### src/rtl/riscv_pkg.sv
// Shared RV32 memory-stage definitions: load/store funct3 codes, MEM FSM states
// and the access legality check used by the memory stage.
package riscv_pkg;

   localparam logic [2:0] F3_B  = 3'b000;
   localparam logic [2:0] F3_H  = 3'b001;
   localparam logic [2:0] F3_W  = 3'b010;
   localparam logic [2:0] F3_BU = 3'b100;
   localparam logic [2:0] F3_HU = 3'b101;

   typedef enum logic {
      IDLE     = 1'b0,
      WAIT_RSP = 1'b1
   } mem_state_t;

   // Unsigned widths exist only for loads; a read+write combination is never legal.
   function automatic logic access_legal(input logic rd_en, input logic wr_en,
                                         input logic [2:0] funct3, input logic [1:0] addr_lo);
      logic ok;
      ok = 1'b0;
      case (funct3)
         F3_B:    ok = 1'b1;
         F3_H:    ok = ~addr_lo[0];
         F3_W:    ok = (addr_lo == 2'b00);
         F3_BU:   ok = rd_en;
         F3_HU:   ok = rd_en & ~addr_lo[0];
         default: ok = 1'b0;
      endcase
      return ok & ~(rd_en & wr_en);
   endfunction

endpackage

### src/rtl/load_align.sv
// Selects the addressed byte/halfword lane of a load response word and
// sign- or zero-extends it according to funct3.
module load_align
   import riscv_pkg::*;
(
   input  logic [31:0] rdata,
   input  logic [1:0]  addr_lo,
   input  logic [2:0]  funct3,
   output logic [31:0] data
);

   logic [7:0]  lane_b;
   logic [15:0] lane_h;

   always_comb begin
      lane_b = rdata[7:0];
      case (addr_lo)
         2'd0: lane_b = rdata[7:0];
         2'd1: lane_b = rdata[15:8];
         2'd2: lane_b = rdata[23:16];
         2'd3: lane_b = rdata[31:24];
         default: lane_b = rdata[7:0];
      endcase
      lane_h = addr_lo[1] ? rdata[31:16] : rdata[15:0];
   end

   always_comb begin
      data = 32'h0;
      case (funct3)
         F3_B:    data = {{24{lane_b[7]}}, lane_b};
         F3_BU:   data = {24'h0, lane_b};
         F3_H:    data = {{16{lane_h[15]}}, lane_h};
         F3_HU:   data = {16'h0, lane_h};
         F3_W:    data = rdata;
         default: data = 32'h0;
      endcase
   end

endmodule

### src/rtl/mem_access.sv
// RV32 MEM stage: issues data-memory requests, stalls upstream while waiting,
// and registers the MEM/WB results.
//   state    | meaning
//   IDLE     | accepting a new EX/MEM slot; stores and non-memory ops finish here
//   WAIT_RSP | load accepted by memory, waiting for dmem_rsp_valid
module mem_access
   import riscv_pkg::*;
(
   input  logic        clk,
   input  logic        rst_n,
   input  logic        in_valid,
   input  logic [31:0] alu_result_i,
   input  logic [31:0] store_data_i,
   input  logic        mem_read_i,
   input  logic        mem_write_i,
   input  logic        regwrite_i,
   input  logic        mem_to_reg_i,
   input  logic [2:0]  funct3_i,
   input  logic [4:0]  rd_i,
   output logic        stall_o,
   output logic        dmem_req_valid,
   input  logic        dmem_req_ready,
   output logic [31:0] dmem_addr,
   output logic        dmem_we,
   output logic [3:0]  dmem_wstrb,
   output logic [31:0] dmem_wdata,
   input  logic        dmem_rsp_valid,
   input  logic [31:0] dmem_rdata,
   output logic        wb_valid,
   output logic [31:0] alu_result_o,
   output logic [31:0] ld_data_o,
   output logic        mem_to_reg_o,
   output logic [4:0]  rd_o,
   output logic        regwrite_o,
   output logic        mem_exc_o
);

   mem_state_t  state;
   logic        is_mem;
   logic        legal;
   logic        issue;
   logic        exc;
   logic        complete;
   logic        load_done;
   logic [31:0] ld_data;

   assign is_mem    = mem_read_i | mem_write_i;
   assign legal     = access_legal(mem_read_i, mem_write_i, funct3_i, alu_result_i[1:0]);
   assign issue     = (state == IDLE) & in_valid & is_mem & legal;
   assign exc       = (state == IDLE) & is_mem & ~legal;
   assign load_done = (state == WAIT_RSP) & dmem_rsp_valid;
   assign complete  = ((state == IDLE) & in_valid &
                       (~is_mem | ~legal | (mem_write_i & dmem_req_ready))) | load_done;

   // Upstream holds the slot while stalled, so request fields come straight from inputs.
   always_comb begin
      dmem_req_valid = issue;
      dmem_addr      = {alu_result_i[31:2], 2'b00};
      dmem_we        = issue & mem_write_i;
      dmem_wstrb     = 4'b0000;
      dmem_wdata     = store_data_i;
      if (issue & mem_write_i) begin
         case (funct3_i)
            F3_B: begin
               dmem_wstrb = 4'b0001 << alu_result_i[1:0];
               dmem_wdata = {4{store_data_i[7:0]}};
            end
            F3_H: begin
               dmem_wstrb = 4'b0011 << {alu_result_i[1], 1'b0};
               dmem_wdata = {2{store_data_i[15:0]}};
            end
            default: dmem_wstrb = 4'b1111;
         endcase
      end
   end

   always_comb begin
      stall_o = 1'b0;
      if (state == WAIT_RSP) stall_o = ~dmem_rsp_valid;
      else                   stall_o = issue & (mem_read_i | ~dmem_req_ready);
   end

   load_align u_load_align (
      .rdata   (dmem_rdata),
      .addr_lo (alu_result_i[1:0]),
      .funct3  (funct3_i),
      .data    (ld_data)
   );

   always_ff @(posedge clk or negedge rst_n) begin
      if (!rst_n) begin
         state        <= IDLE;
         wb_valid     <= 1'b0;
         alu_result_o <= 32'h0;
         ld_data_o    <= 32'h0;
         mem_to_reg_o <= 1'b0;
         rd_o         <= 5'd0;
         regwrite_o   <= 1'b0;
         mem_exc_o    <= 1'b0;
      end else begin
         case (state)
            IDLE:     if (issue & mem_read_i & dmem_req_ready) state <= WAIT_RSP;
            WAIT_RSP: if (dmem_rsp_valid) state <= IDLE;
            default:  state <= IDLE;
         endcase

         wb_valid   <= complete;
         regwrite_o <= complete & regwrite_i & (rd_i != 5'd0) & ~exc & ~mem_write_i;
         mem_exc_o  <= complete & exc;
         if (complete) begin
            alu_result_o <= alu_result_i;
            rd_o         <= rd_i;
            mem_to_reg_o <= mem_to_reg_i & ~exc;
            ld_data_o    <= load_done ? ld_data : 32'h0;
         end
      end
   end

endmodule

### config.mk
export PLATFORM = sky130hd
export DESIGN_NAME = mem_access
export DESIGN_NICKNAME = d
export VERILOG_FILES = /design/src/rtl/riscv_pkg.sv /design/src/rtl/load_align.sv /design/src/rtl/mem_access.sv
export SDC_FILE = /design/constraint.sdc
export NUM_CORES = 1
export LEC_CHECK = 0
export CAP_MARGIN = 20
export CORE_UTILIZATION = 40
export CTS_BUF_LIST = sky130_fd_sc_hd__clkbuf_16
export DETAILED_ROUTE_END_ITERATION = 8
export PLACE_DENSITY = 0.82
export SETUP_SLACK_MARGIN = 0.05
export SYNTH_ARGS = -nofsm -noshare
export SYNTH_HDL_FRONTEND = slang
export SYNTH_HIERARCHICAL = 1
export SYNTH_SLANG_ARGS = --single-unit
### constraint.sdc
create_clock -name clk -period 3.6 [get_ports clk]
set_clock_uncertainty 0.05 [all_clocks]
set_input_delay 0.72 -clock clk [delete_from_list [all_inputs] [get_ports clk]]
set_output_delay 0.72 -clock clk [all_outputs]
set_load 0.01 [all_outputs]
==> run_results.csv <==
group,metric,value,unit
pwr,p_switching,0.713,mW
final_layout,final_nets,732,
run_status,status,"finished, violations left",
placement,dpl_cell_area,7180,um2
worst_setup_path,critPathKind,"in -> out",
global_routing,gr-usage-all-layers,0.248,
global_routing,grt_pass1_vias,4499,
final_layout,fillers,884,
final_layout,post-route-util,0.654,
worst_setup_path,startpoint_type,"input pin",
clock_network,htreeDepth,3,
timing,hold_violations,0,
drt,dr.first_iter.drc_count,235,
global_routing,grt_pass1_wl,24000,um
final_layout,final_area,7570,um2
timing,finalCritPeriodShare,0.971,
timing,rsz0062_at_grt,"true",
timing,maxSlewViolCount,0,
pwr,p_int,1.99,mW
pwr,p_per_area,357,nW/um2
die,rows,39,
global_routing,gr-total-overflow,0,
worst_setup_path,r2r_setup_slack,1.54,ns
yosys,synth-seq-cells,74,
run,cap_viol_max_count,0,
worst_setup_path,required,2.83,ns
clock_network,postCtsHoldBufs,0,
pwr,p_comb_frac,0.304,
yosys,synth-edff-count,0,
yosys,synth_commonest_cells,"dfrtp_1, mux2_2, buf_4, mux2_4, a22o_1",
timing,worst_pin_slew,0.923,ns
final_layout,syn2layout_area_growth,57.6,%
worst_setup_path,worstRegToRegCells,5,
clock_network,cts_made_buffers,9,
global_routing,antenna_found_initial,0,
yosys,yosysTopAreaCell,"dfrtp_1",
drt,route.detailed.drc,11,
die,dieArea,12400,um2
yosys,synth_top_area_frac,0.386,
pwr,swShare,0.263,
placement,port_buffers,254,
timing,max_clock_freq,286,MHz
yosys,netlist_area,4800,um2
worst_setup_path,end_kind,"primary output",
worst_hold_path,hold_path_end,"ld_data_o[25]",
worst_setup_path,r2r_end,"alu_result_o[25]",
clock_network,clk_pin_slew,0.05,ns
pwr,peakVddDrop,0.236,mV
run_status,failed_checks,"DRC",
timing,setup_violations,0,
drt,vias,4248,
global_routing,grt_max_degree,75,
drt,postRouteWirelength,15500,um
drt,dr.pass1.iters,9,
drt,ant_nets,0,
yosys,synth-async-reset-ratio,1.00,
worst_hold_path,min_path_type,"reg -> reg",
die,die_h,112,um
yosys,yosysWarnings,6,
yosys,seq_area_frac_synth,0.386,
timing,relSlewSlack,0.385,
yosys,synth-main-ff-cell,"dfrtp_1",
clock_network,clk_latency,0.33,ns
die,num_io_pins,257,
worst_hold_path,min_path_cells,1,
drt,post_drt_via_cell_ratio,5.54,
die,die_w,112,um
placement,hpwl,11700,um
yosys,yosys-top-cells-area,"dfrtp_1, mux2_4, mux2_2, buf_4, a22o_1",
clock_network,root_buffer,"clkbuf_16",
pwr,p_seq_frac,0.353,
worst_setup_path,r2r-start,"state",
clock_network,clock_sinks,74,
final_layout,drive_above_1_share,0.224,
final_layout,diodes,0,
clock_network,cts_tree,"yes",
pwr,clockPowerShare,0.343,
worst_setup_path,crit_arrival,2.73,ns
yosys,yosysMostFrequentCell,"dfrtp_1",
die,core_area,11600,um2
clock_network,cts_buffer_depth,2,
placement,gp_congestion,0.871,
worst_hold_path,hp-start,"ld_data_o[25]",
yosys,yosysUniqueCellTypes,47,
timing,fin_crit,3.50,ns
yosys,syn_avg_cell_area,12.0,um2
yosys,syn_inst,401,
worst_setup_path,crit_fanout,7,
die,start_util,0.415,
drt,wire_per_inst,20.2,um
pwr,p_leak,3.26,nW
==> how the worst max path moves through the flow <==
stage	to	depth (start not counted)	startpoint	slack (ns)
2_1_floorplan	dmem_wdata[21]	6	funct3_i[0]	0.61
3_3_place_gp	dmem_wdata[9]	7	funct3_i[0]	-0.15
3_5_place_dp	dmem_wdata[12]	7	funct3_i[0]	-0.18
4_1_cts	dmem_wdata[8]	8	in_valid	0.06
5_1_grt	dmem_wdata[22]	7	in_valid	0.02
6_report	dmem_wdata[22]	7	in_valid	0.10
==> kinds of logic after synthesis <==
kind of cell / after synthesis / share of synthesized area
muxes: 89 / 0.236
DFF: 74 / 0.386
AOI/OAI and AO/OA: 117 / 0.203
buffers and inverters: 80 / 0.115
other: 1 / 0.000781
and+or+nand+nor: 40 / 0.0607
==> final cells by class <==
cell class                 count  area (um2)  area share
clock buffer                   9         225      0.0298
inverter                       6        22.5     0.00298
sequential                    74        1850       0.245
clock inverter                 7        85.1      0.0112
multi-input combinational    248        2420       0.320
timing repair buffer         280        2780       0.367
tap                          143         179      0.0236
==> cell usage in the layout, fill, tap and decap left out, drive strengths merged, types with 3 or more instances in the layout <==
cell type      Yosys  final
clkdlybuf4s50      0    230
mux2              81     81
dfrtp             74     74
a22o              32     32
buf               67     27
a22oi             25     25
a211oi            17     17
o21ai             15     15
nand2             10     10
clkbuf             7      9
dlygate4sd2        0      9
dlymetal6s2s       0      9
mux2i              8      8
or4bb              7      7
o221ai             7      7
a222oi             7      7
inv                5      6
nor2               5      5
a21oi              5      5
clkdlybuf4s15      0      5
clkinv             1      5
nor2b              4      4
nor3               3      3
==> sequential cells by signal, summed over array words and instances, names as in the netlist <==
register      flops
alu_result_o     32
ld_data_o        32
mem_exc_o         1
mem_to_reg_o      1
rd_o              5
regwrite_o        1
state             1
wb_valid          1
==> critical path, cell delays in order <==
cell             delay, ns
clkdlybuf4s50_1       0.49
and3b_2               0.21
nand4_4               0.13
nor3_4                0.19
buf_6                 0.17
mux2_2                0.34
clkdlybuf4s50_1       0.49
==> per-layer routing <==
layer	track usage	part of all wire	up-vias
met5	0	0	-
met4	0.103	0.028	0
met3	0.0577	0.068	25
met2	0.452	0.53	215
met1	0.278	0.37	2082
li1	-	-	1926
==> power by group through the flow <==
| stage | Clock, mW | Sequential (mW) | Combinational [mW] |
|---|---|---|---|
| final | 0.927 | 0.956 | 0.822 |
| after global routing | 0.988 | 0.962 | 0.869 |
| after CTS | 0.949 | 0.955 | 0.827 |
| after detailed placement | 0 | 0.966 | 0.824 |
| after global placement | 0 | 0.961 | 0.807 |
| after floorplan | 0 | 0.997 | 0.362 |
==> what timing repair did <==
item                                    4_1_cts  5_1_grt
endpoints found under the setup margin       24       23
setup buffers                                 4        2
gates cloned                                  0        0
pin swaps                                     3        1
resized for setup                            22       12
==> metrics by stage <==
step                hold WS [ns]  worst slack, ns  setup TNS [ns]  power, mW  cells
finish                     0.445            0.103               0       2.71    767
CTS                        0.451           0.0552               0       2.73    765
global route               0.468           0.0239               0       2.82    767
floorplan                  0.374            0.607               0       1.36    402
global placement           0.432           -0.155           -2.78       1.77    745
detailed placement         0.432           -0.179           -3.09       1.79    745
Power figures use the tool's default switching activity.
